$ cat src/rtl/countdown_timer_if.sv
// Signal bundle for countdown_timer.
// Control semantics (there is no valid/ready pair): start, abort and tick_en
// are level-sampled on every rising clock edge. A start is accepted only on
// an edge where the timer is in IDLE or DONE and abort is low. abort wins
// over start. tick_en only matters while RUN. The outputs come from registers
// (zero is decoded from the count register) and are valid one edge after the
// inputs that caused them.
// fsm_state exposes the registered FSM state (0 IDLE, 1 RUN, 2 DONE).
interface countdown_timer_if #(
  parameter int WIDTH = 4
);
  logic             start;
  logic [WIDTH-1:0] load_val;
  logic             abort;
  logic             tick_en;
  logic [WIDTH-1:0] count;
  logic             busy;
  logic             done;
  logic             zero;
  logic [1:0]       fsm_state;

  modport master (
    output start, load_val, abort, tick_en,
    input  count, busy, done, zero, fsm_state
  );

  modport slave (
    input  start, load_val, abort, tick_en,
    output count, busy, done, zero, fsm_state
  );
endinterface

$ cat src/rtl/countdown_timer.sv
// Loadable down-counter with a tick prescaler and a three-state FSM
// (IDLE, RUN, DONE). done pulses for the single DONE cycle that follows the
// count reaching zero.
// Optional feature: define COUNTDOWN_TIMER_AUTO_RELOAD_EN to make DONE reload
// the last started value and run again. In the default build DONE returns
// to IDLE and no reload register exists.
module countdown_timer #(
  parameter int WIDTH    = 4,
  parameter int PRESCALE = 1
) (
  input logic              clock,
  input logic              res,
  countdown_timer_if.slave bus
);

  // Prescaler needs at least one bit even when PRESCALE is 1.
  localparam int PW = (PRESCALE > 1) ? $clog2(PRESCALE) : 1;
  localparam logic [PW-1:0] PRESC_MAX = PW'(PRESCALE - 1);

  typedef enum logic [1:0] {
    IDLE = 2'd0,
    RUN  = 2'd1,
    DONE = 2'd2
  } state_t;

  state_t           state_q, state_d;
  logic [WIDTH-1:0] count_q, count_d;
  logic [PW-1:0]    presc_q, presc_d;
`ifdef COUNTDOWN_TIMER_AUTO_RELOAD_EN
  logic [WIDTH-1:0] reload_q, reload_d;
`endif

  // State register; reset clears everything and overrides every other input.
  always_ff @(posedge clock) begin
    if (res) begin
      state_q  <= IDLE;
      count_q  <= '0;
      presc_q  <= '0;
`ifdef COUNTDOWN_TIMER_AUTO_RELOAD_EN
      reload_q <= '0;
`endif
    end else begin
      state_q  <= state_d;
      count_q  <= count_d;
      presc_q  <= presc_d;
`ifdef COUNTDOWN_TIMER_AUTO_RELOAD_EN
      reload_q <= reload_d;
`endif
    end
  end

  // Next-state logic: abort first, then start (IDLE/DONE only), then ticks.
  always_comb begin
    state_d  = state_q;
    count_d  = count_q;
    presc_d  = presc_q;
`ifdef COUNTDOWN_TIMER_AUTO_RELOAD_EN
    reload_d = reload_q;
`endif
    if (bus.abort) begin
      state_d = IDLE;
      count_d = '0;
      presc_d = '0;
    end else begin
      unique case (state_q)
        IDLE: begin
          if (bus.start) begin
            count_d  = bus.load_val;
            presc_d  = '0;
`ifdef COUNTDOWN_TIMER_AUTO_RELOAD_EN
            reload_d = bus.load_val;
`endif
            state_d  = (bus.load_val == '0) ? DONE : RUN;
          end
        end
        RUN: begin
          // start is deliberately ignored here; only ticks matter.
          if (bus.tick_en) begin
            if (presc_q == PRESC_MAX) begin
              presc_d = '0;
              // Guard keeps the count from ever wrapping below zero.
              if (count_q != '0) begin
                count_d = count_q - 1'b1;
              end
              if (count_q <= WIDTH'(1)) begin
                state_d = DONE;
              end
            end else begin
              presc_d = presc_q + 1'b1;
            end
          end
        end
        DONE: begin
          if (bus.start) begin
            count_d  = bus.load_val;
            presc_d  = '0;
`ifdef COUNTDOWN_TIMER_AUTO_RELOAD_EN
            reload_d = bus.load_val;
`endif
            state_d  = (bus.load_val == '0) ? DONE : RUN;
          end else begin
`ifdef COUNTDOWN_TIMER_AUTO_RELOAD_EN
            // A zero reload value parks in DONE with done held high.
            count_d = reload_q;
            presc_d = '0;
            state_d = (reload_q == '0) ? DONE : RUN;
`else
            state_d = IDLE;
`endif
          end
        end
        default: begin
          state_d = IDLE;
          count_d = '0;
          presc_d = '0;
        end
      endcase
    end
  end

  // Output decode from registered state and count only.
  always_comb begin
    bus.count     = count_q;
    bus.busy      = (state_q == RUN);
    bus.done      = (state_q == DONE);
    bus.zero      = (count_q == '0);
    bus.fsm_state = state_q;
  end

endmodule

$ cat src/flat_wrapper.sv
// flat-port wrapper written by rule: the top's interface ports become plain ports
module countdown_timer_flat 
#(
  parameter int WIDTH    = 4,
  parameter int PRESCALE = 1
)
  (clock, res, bus_start, bus_load_val, bus_abort, bus_tick_en, bus_count, bus_busy, bus_done, bus_zero, bus_fsm_state);
  countdown_timer_if #(.WIDTH(WIDTH)) bus_i ();
  input logic clock;
  input logic res;
  input wire logic [$bits(bus_i.start)-1:0] bus_start;
  input wire logic [$bits(bus_i.load_val)-1:0] bus_load_val;
  input wire logic [$bits(bus_i.abort)-1:0] bus_abort;
  input wire logic [$bits(bus_i.tick_en)-1:0] bus_tick_en;
  output wire logic [$bits(bus_i.count)-1:0] bus_count;
  output wire logic [$bits(bus_i.busy)-1:0] bus_busy;
  output wire logic [$bits(bus_i.done)-1:0] bus_done;
  output wire logic [$bits(bus_i.zero)-1:0] bus_zero;
  output wire logic [$bits(bus_i.fsm_state)-1:0] bus_fsm_state;
  assign bus_i.start = bus_start;
  assign bus_i.load_val = bus_load_val;
  assign bus_i.abort = bus_abort;
  assign bus_i.tick_en = bus_tick_en;
  assign bus_count = bus_i.count;
  assign bus_busy = bus_i.busy;
  assign bus_done = bus_i.done;
  assign bus_zero = bus_i.zero;
  assign bus_fsm_state = bus_i.fsm_state;
  countdown_timer #(.WIDTH(WIDTH), .PRESCALE(PRESCALE)) u_core (.clock(clock), .res(res), .bus(bus_i));
endmodule
$ cat config.mk
export PLATFORM = sky130hd
export DESIGN_NAME = countdown_timer_flat
export DESIGN_NICKNAME = d
export VERILOG_FILES = /design/src/rtl/countdown_timer_if.sv /design/src/rtl/countdown_timer.sv /design/src/flat_wrapper.sv
export SDC_FILE = /design/constraint.sdc
export NUM_CORES = 1
export LEC_CHECK = 0
export ABC_AREA = 1
export CAP_MARGIN = 20
export CORE_MARGIN = 2
export CORE_UTILIZATION = 39
export DETAILED_ROUTE_END_ITERATION = 8
export HOLD_SLACK_MARGIN = 0.08
export PLACE_DENSITY = 0.84
export SYNTH_ARGS = -nofsm -noshare
export SYNTH_HDL_FRONTEND = slang
export SYNTH_SLANG_ARGS = --single-unit
$ cat constraint.sdc
create_clock -name clock -period 1.2 [get_ports clock]
set_input_delay 0.24 -clock clock [delete_from_list [all_inputs] [get_ports clock]]
set_output_delay 0.24 -clock clock [all_outputs]
set_load 0.02 [all_outputs]
==> results of run 1 <==
[worst max-delay path by stage]
stage                         from                       to
2_1_floorplan  u_core.bus.count[0]      u_core.bus.count[2]
3_3_place_gp   u_core.bus.count[0]                 bus_zero
3_5_place_dp   u_core.bus.count[0]                 bus_zero
4_1_cts        u_core.bus.count[1]                 bus_zero
5_1_grt        u_core.bus.count[1]  u_core.bus.fsm_state[0]
6_report       u_core.bus.count[0]                 bus_zero
[sequential cells by signal (all words and copies together) (netlist names)]
register              count
u_core.bus.count          4
u_core.bus.fsm_state      2
[cells by family (layout without fill, tap and decap cells)]
group | Yosys count | after routing | synth area share (%)
adders and majority gates | 2 | 2 | 4.640
and+or+nand+nor | 48 | 48 | 48.03
buffers and inverters | 17 | 54 | 15.55
DFF | 6 | 6 | 22.27
AOI/OAI and AO/OA | 8 | 8 | 9.513
[power by group through the flow]
stage | sequential (µW) | combinational, µW | clock, µW
after floorplan | 240 | 157 | 0
after global placement | 224 | 305 | 0
after detailed placement | 225 | 314 | 0
after CTS | 223 | 320 | 197
after global routing | 225 | 386 | 206
final | 224 | 357 | 198
[metal layers]
metal / up-vias / share of wire (%) / track usage [%]
li1: 321 / - / -
met1: 302 / 41 / 24.60
met2: 35 / 50 / 42.19
met3: 9 / 5.9 / 3.261
met4: 0 / 3.4 / 15.32
met5: - / 0 / 0
[per-stage QoR]
stage	instance area (µm²)	power, µW	utilization [%]
floorplan	544.3	397.3	-
global placement	857.1	528.5	65.87
detailed placement	857.1	538.7	65.87
CTS	878.3	740.2	67.50
global route	918.4	816.5	70.58
finish	918.4	779.3	70.58
[cell usage after synthesis]
| cell | instances |
|---|---|
| a21oi_1 | 2 |
| a21oi_2 | 1 |
| buf_6 | 1 |
| clkinv_4 | 2 |
| dfxtp_1 | 6 |
| ha_1 | 2 |
| inv_1 | 12 |
| inv_2 | 1 |
| inv_4 | 1 |
| nand2_1 | 19 |
| nand2_2 | 2 |
| nand2_4 | 4 |
| nand3_1 | 5 |
| nand3_2 | 1 |
| nand3_4 | 1 |
| nor2_1 | 11 |
| nor2_2 | 4 |
| nor2_4 | 1 |
| o211ai_1 | 1 |
| o21ai_0 | 1 |
| o22ai_1 | 2 |
| o31ai_1 | 1 |
[layout make-up]
class                   instances  area [µm²]  share of cell area (%)
repair buffers                 35       294.0                   32.02
well taps                      15       18.77                   2.044
clock buffers                   3       22.52                   2.452
inverters                      16       75.07                   8.174
multi-input cells              58       382.9                   41.69
flip-flops and latches          6       125.1                   13.62
[tightest hold or removal path, stage by stage (launching register included)]
cell	delay [ns]
dfxtp_2	0.33
buf_4	0.11
nor2_1	0.05
nor2_2	0.09
[timing repair]
item                       CTS  global route
setup endpoints to repair   12             9
gates resized for setup     40            17
pin swaps                    2             7
==> flow_summary.toml, run 1 <==
[outcome]
outcome = "complete, but fails checks"
failed_checks = "negative setup slack"

[clocking]
cts_setup_buffers = 0
clk_path_buf_depth = 2
cts_max_level = 1
cts_made_buffers = 3
cts_root_buf = "clkbuf_4"
cts_sinks = 6
tritoncts = "yes"
clk_pin_slew_ns = 0.05
insertion_delay_ns = 0.25
postCtsHoldBufs = 0

[hold_path]
holdPathStages = 3
holdPathEnd = "u_core.bus.count[1]"
hold_class = "flip-flop to flip-flop"
min-delay-start = "u_core.bus.count[1]"

[worst_setup_path]
cp-end-kind = "primary output"
critical_path_class = "flip-flop to primary output"
setup.worst_path.start_class = "flip-flop"
cp_num_cells = 5
critPathMostFrequentCell = "inv_2"
worst_r2r_path_depth = 10
r2r_end = "u_core.bus.fsm_state[0]"
critical_path.top_delay_family = "flip-flops"
required_ns = 0.96
max_stage_delay_ns = 0.33
cp_slowest_cell = "dfxtp_2"
worst_r2r_startpoint = "u_core.bus.count[0]"
cp_max_fo = 2
critPathArrivalTime_ns = 0.99
r2r_slack_ns = -0.01
cp_cell_sequence = "inv_2 > ha_4 > nand2_4 > inv_2 > buf_6"
path_buf_inv = 3

[yosys]
syn-cell-area_um2 = 539.3
synth_cell_type_count = 22
ys_seq_area_share_pct = 22.27
ys_ff_latch = 6
synth_top_cell_by_area = "dfxtp_1"
synth_fp_nets = 92
yosysWarnings = 0
synth_cells = 81
synth_area_leaders = "dfxtp_1, nand2_1, inv_1"
synth_top_area_share_pct = 22.27
avgSynthCellArea_um2 = 6.658

[timing]
setup_viol = 2
hold_ws_ns = 0.6132
fin_tns_setup_ns = -0.04198
fin_crit_sh_pct = 102.9
max_slew_margin_pct = 82.35
tightest_slew_ns = 0.2625
fin_skew_ns = 0.0008503
drv_slew = 0
clock.fmax_ghz = 0.8099
fin_crit_ns = 1.235
final_hold_viol_count = 0
rsz0062_at_grt = "true"
post-route-worst-setup-slack_ns = -0.03468

[finish]
mostFrequentLayoutCells = "buf_4, nand2_1, nor2_1, clkdlybuf4s50_1, inv_1"
drive_gt1_share_pct = 55.08
stdcell_count = 133
diodes = 0
area_delta_synth_final_pct = 70.30
nets = 131
final_common_cell = "buf_4"
fillers = 114

[placed_design]
port_buffers = 17
gp_congestion = 0.8282
hpwl_mm = 1.187
dp.cells = 130
pre_cts_slack_ns = -0.2932

[floorplan]
die_x_um = 41.19
dieArea_um2 = 1696
die_h_um = 41.19
coreArea_um2 = 1301
io_pins = 18
start_util_pct = 41.44
num_rows = 13

[route]
ant_nets = 0
detail_route.wl_per_cell_um = 12.32
dr.first_iter.drc_count = 27
vias = 667
wl_mm = 1.639
vias_per_cell = 5.015
drc_errors = 0
drt_pass1_iterations = 4

[run]
maxCapViolations = 0

[power]
p_comb_share_pct = 45.9
clkPwrFrac_pct = 25.5
ir_drop_mv = 0.6284
powerDensity_nw_per_um2 = 848.5
p_int_uw = 496.0
switching_share_pct = 36.35
p_sw_uw = 283.2
p_leak_uw = 0.0004421
seqPwrFrac_pct = 28.7

[global_route]
first_global_vias = 626
grt_first_pass_wirelength_mm = 2.504
grt_use_total_pct = 23.31
overflow = 0
antenna_found_initial = 0
grt_max_degree = 8
(Power assumes the default switching activity.)
==> run 2, diff against run 1 <==
- SETUP_SLACK_MARGIN: unset -> 0.15
==> run 2 against run 1 <==
The flow still finishes with violations (negative setup slack). Die area is the same. Setup slack got worse by 0.023 ns. Critical path depth is the same. First-iteration DRC count down 7.4%. Sequential share of layout area shrank 0.72 points. Worst hold slack improved by 0.039 ns. Final area increased by 15%. Utilization grew 11 points. Critical path type unchanged. Largest cell class unchanged.
==> flow_summary.toml, run 2 (synthesis results as in run 1) <==
[worst_setup_path]
cp-end-kind = "primary output"
cp_max_fo = 2
cp_slowest_cell = "dfxtp_4"
worst_r2r_path_depth = 9
r2r_end = "u_core.bus.count[2]"
r2r_slack_ns = -0.06
worstSetupEndpoint = "bus_zero"
worst_r2r_startpoint = "u_core.bus.count[1]"
max_stage_delay_ns = 0.35
crit_start = "u_core.bus.count[1]"
critPathArrivalTime_ns = 1.02
critical_path_class = "flip-flop to primary output"
cp_cell_sequence = "inv_4 > ha_4 > nand2_4 > inv_2 > buf_6"
setup.worst_path.start_class = "flip-flop"
required_ns = 0.96

[global_route]
grt_first_pass_wirelength_mm = 2.677
antenna_found_initial = 0
overflow = 0
grt_use_total_pct = 24.92
grt_max_degree = 7
first_global_vias = 613

[route]
drc_errors = 0
vias_per_cell = 4.729
drt_pass1_iterations = 4
ant_nets = 0
wl_mm = 1.751
detail_route.wl_per_cell_um = 12.51
vias = 662
dr.first_iter.drc_count = 25

[timing]
fin_crit_ns = 1.258
hold_ws_ns = 0.6526
fin_crit_sh_pct = 104.8
post-route-worst-setup-slack_ns = -0.05767
tightest_slew_ns = 0.2651
fin_tns_setup_ns = -0.2051
drv_slew = 0
max_slew_margin_pct = 82.17
setup_viol = 5
final_hold_viol_count = 0
fin_skew_ns = 0.01210
clock.fmax_ghz = 0.7951
rsz0062_at_grt = "true"

[placed_design]
port_buffers = 17
gp_congestion = 0.8166
hpwl_mm = 1.101

[clocking]
cts_max_level = 1
postCtsHoldBufs = 0
tritoncts = "yes"
cts_root_buf = "clkbuf_4"
cts_made_buffers = 3
cts_sinks = 6
insertion_delay_ns = 0.26
clk_path_buf_depth = 2
clk_pin_slew_ns = 0.06

[finish]
largest_register_ffs = 4
diodes = 0
final_common_cell = "buf_4"
mostFrequentLayoutCells = "buf_4, nand2_1, buf_6"
drive_gt1_share_pct = 61.60
utilization_pct = 81.25
area_delta_synth_final_pct = 96.06
nets = 137
fillers = 80

[floorplan]
die_h_um = 41.19
io_pins = 18
die_x_um = 41.19
num_rows = 13
dieArea_um2 = 1696
start_util_pct = 41.44
coreArea_um2 = 1301

[power]
powerDensity_nw_per_um2 = 798.1
ir_drop_mv = 0.5038
total_power_uw = 843.8
p_leak_uw = 0.0005028

[hold_path]
hold_class = "flip-flop to flip-flop"

[outcome]
failed_checks = "negative setup slack"
outcome = "complete, but fails checks"

[run]
maxCapViolations = 0
==> run 2: through the flow <==
stage	std cells	cell area, µm²	setup WS [ns]
floorplan	81	576.8	0.1289
global placement	126	859.6	-0.2831
detailed placement	126	859.6	-0.2988
CTS	137	1008	-0.05464
global route	140	1057	-0.1086
finish	140	1057	-0.05767
==> run 2: metal layers <==
layer / up-vias / routed length, µm / track usage [%] / part of all wire (%)
met5: - / 0 / 0 / 0
met2: 22 / 841 / 38.67 / 48
li1: 337 / - / - / -
met3: 5 / 74 / 3.261 / 4.2
met4: 0 / 33 / 12.10 / 1.9
met1: 298 / 802 / 33.44 / 46
==> run 2: repair_timing <==
action                     in CTS  in global routing
gates resized for setup        73                  7
pin swaps                       9                 10
buffers inserted                7                  3
setup endpoints to repair      15                 14
==> run 2: where the power goes <==
group / total (µW) / switching (µW) / internal, µW
registers: 223 / 15.6 / 207
clock network: 218 / 90.9 / 127
logic: 403 / 200 / 203
==> run 2: critical path, delay by kind of cell (launching register included) <==
family | cells | cell delay (ns)
and+or+nand+nor | 1 | 0.06
adders and majority gates | 1 | 0.16
buffers and inverters | 3 | 0.19
DFF | 1 | 0.35
==> run 2: worst min-delay path by stage <==
| stage | to | slack [ns] | start | cells past startpoint |
|---|---|---|---|---|
| detailed placement | u_core.bus.count[1] | 0.60 | u_core.bus.count[1] | 3 |
| global placement | u_core.bus.count[1] | 0.60 | u_core.bus.count[1] | 3 |
| floorplan | u_core.bus.fsm_state[0] | 0.41 | bus_start | 2 |
| finish | u_core.bus.fsm_state[1] | 0.65 | u_core.bus.fsm_state[1] | 3 |
| CTS | u_core.bus.fsm_state[1] | 0.63 | u_core.bus.fsm_state[1] | 3 |
| global route | u_core.bus.fsm_state[1] | 0.68 | u_core.bus.fsm_state[1] | 3 |
==> run 2: area by class of cell <==
| class | count | area (µm²) | area share (%) |
|---|---|---|---|
| clock buffers | 4 | 26.28 | 2.485 |
| inverters | 16 | 85.08 | 8.047 |
| multi-input cells | 58 | 414.1 | 39.17 |
| flip-flops and latches | 6 | 136.4 | 12.90 |
| well taps | 15 | 18.77 | 1.775 |
| repair buffers | 41 | 376.6 | 35.62 |
==> run 3, diff against run 2 <==
- PLACE_DENSITY: 0.84 -> 0.73
==> run 3 against run 2 <==
The flow still finishes with violations (negative setup slack). Die area stayed put. Routed wire length is 7.7% lower. Clock power is 6% lower. Count of clock-buffer cells in the layout stayed put. Utilization is 4.0 points lower. Via count is 4.2% lower. Critical path type unchanged. Largest power group unchanged.
==> flow_summary.toml, run 3 (synthesis results as in run 1) <==
[outcome]
outcome = "complete, but fails checks"
failed_checks = "negative setup slack"

[finish]
diodes = 0
final_common_cell = "buf_4"
fillers = 102
utilization_pct = 77.21
nets = 132
largest_register_ffs = 4
area_delta_synth_final_pct = 86.31
mostFrequentLayoutCells = "buf_4, nand2_1, buf_6"
drive_gt1_share_pct = 59.17

[route]
wl_mm = 1.617
drt_pass1_iterations = 4
vias_per_cell = 4.696
vias = 634
wl_met3_um = 73
wl_met2_um = 825
drc_errors = 0
dr.first_iter.drc_count = 8
detail_route.wl_per_cell_um = 11.98
top_layer_used = "met4"
wl_met1_um = 703
ant_nets = 0

[global_route]
grt_first_pass_wirelength_mm = 2.242
first_global_vias = 506
grt_use_total_pct = 21.27
overflow = 0
grt_max_degree = 7
antenna_found_initial = 0

[floorplan]
coreArea_um2 = 1301
die_x_um = 41.19
num_rows = 13
start_util_pct = 41.44
die_h_um = 41.19
io_pins = 18
dieArea_um2 = 1696

[worst_setup_path]
required_ns = 0.96
max_stage_delay_ns = 0.36
setup.worst_path.start_class = "flip-flop"
cp-end-kind = "primary output"
critPathArrivalTime_ns = 1.01
critical_path.top_delay_family = "flip-flops"
critical_path_class = "flip-flop to primary output"
cp_slowest_cell = "dfxtp_4"
cp_cell_sequence = "inv_4 > ha_4 > nand2_2 > inv_2 > buf_6"
cp_max_fo = 2
path_buf_inv = 3

[clocking]
tritoncts = "yes"
cts_max_level = 1
cts_made_buffers = 3
clk_path_buf_depth = 2
cts_sinks = 6
insertion_delay_ns = 0.25
cts_root_buf = "clkbuf_4"
clk_pin_slew_ns = 0.05
postCtsHoldBufs = 0

[power]
powerDensity_nw_per_um2 = 781.8
p_comb_share_pct = 45.6
p_int_uw = 508.5
p_sw_uw = 276.9
p_leak_uw = 0.0004680
ir_drop_mv = 0.5130
clkPwrFrac_pct = 26.0
switching_share_pct = 35.26
seqPwrFrac_pct = 28.4

[run]
maxCapViolations = 0

[timing]
setup_viol = 2
clock.fmax_ghz = 0.8000
max_slew_margin_pct = 82.40
final_hold_viol_count = 0
fin_crit_sh_pct = 104.2
tightest_slew_ns = 0.2618
fin_crit_ns = 1.250
post-route-worst-setup-slack_ns = -0.05003
drv_slew = 0
hold_ws_ns = 0.6663
rsz0062_at_grt = "true"
fin_skew_ns = 0.01249

[hold_path]
hold_class = "flip-flop to flip-flop"

[placed_design]
port_buffers = 17
pre_cts_slack_ns = -0.2506
gp_congestion = 0.8289
hpwl_mm = 1.071
-- run 3: changes by cell type in the layout (fill, tap and decap cells not counted), sizes merged --
cell,change
buf,-5
-- run 3: per-stage QoR --
step	cells	power (µW)	setup TNS [ns]	area (µm²)
finish	135	785.5	-0.07762	1005
global route	135	842.8	-0.2814	1005
CTS	133	763.6	-0.04586	942.2
detailed placement	126	526.9	-1.646	859.6
global placement	126	523.5	-1.552	859.6
floorplan	81	405.5	0	576.8
-- run 3: metal layers --
layer  vias up  track usage (%)
li1        328                -
met1       285            26.77
met2        19            35.16
met3         2            3.261
met4         0            9.677
met5         -                0
-- run 3: worst reg2reg max path: cells and delay by family, from the launching register on --
family | cells | cell delay (ns)
buffers and inverters | 3 | 0.25
AND/OR/NAND/NOR | 5 | 0.31
flip-flops | 1 | 0.36
AO/OA/AOI/OAI | 1 | 0.09
adder cells (fa/ha/maj) | 1 | 0.15
-- run 3: path summary, 6_finish.rpt --
kind                       startpoint  slack [ns]  depth (start not counted)                       to
setup reg to reg  u_core.bus.count[1]       -0.03                         10  u_core.bus.fsm_state[0]
hold / removal    u_core.bus.count[1]        0.67                          3      u_core.bus.count[1]
setup / recovery  u_core.bus.count[1]       -0.05                          5                 bus_zero
hold reg to reg   u_core.bus.count[1]        0.67                          3      u_core.bus.count[1]
-- run 3: area by class of cell --
class,instances,area (µm²),area share [%]
tap,15,18.77,1.868
sequential,6,137.6,13.70
inverter,16,87.58,8.717
timing repair buffer,36,329.1,32.75
clock buffer,4,26.28,2.615
multi-input combinational,58,405.4,40.35
-- run 3: power groups by stage --
stage               combinational (µW)  clock [µW]  sequential [µW]
finish                             358         204              223
CTS                                329         215              220
global route                       385         233              224
detailed placement                 305           0              222
floorplan                          169           0              237
global placement                   303           0              221
-- run 3: what timing repair did --
action	in CTS	in global routing
pin swaps	7	6
buffers inserted	3	2
setup endpoints to repair	15	14
resized for setup	61	15
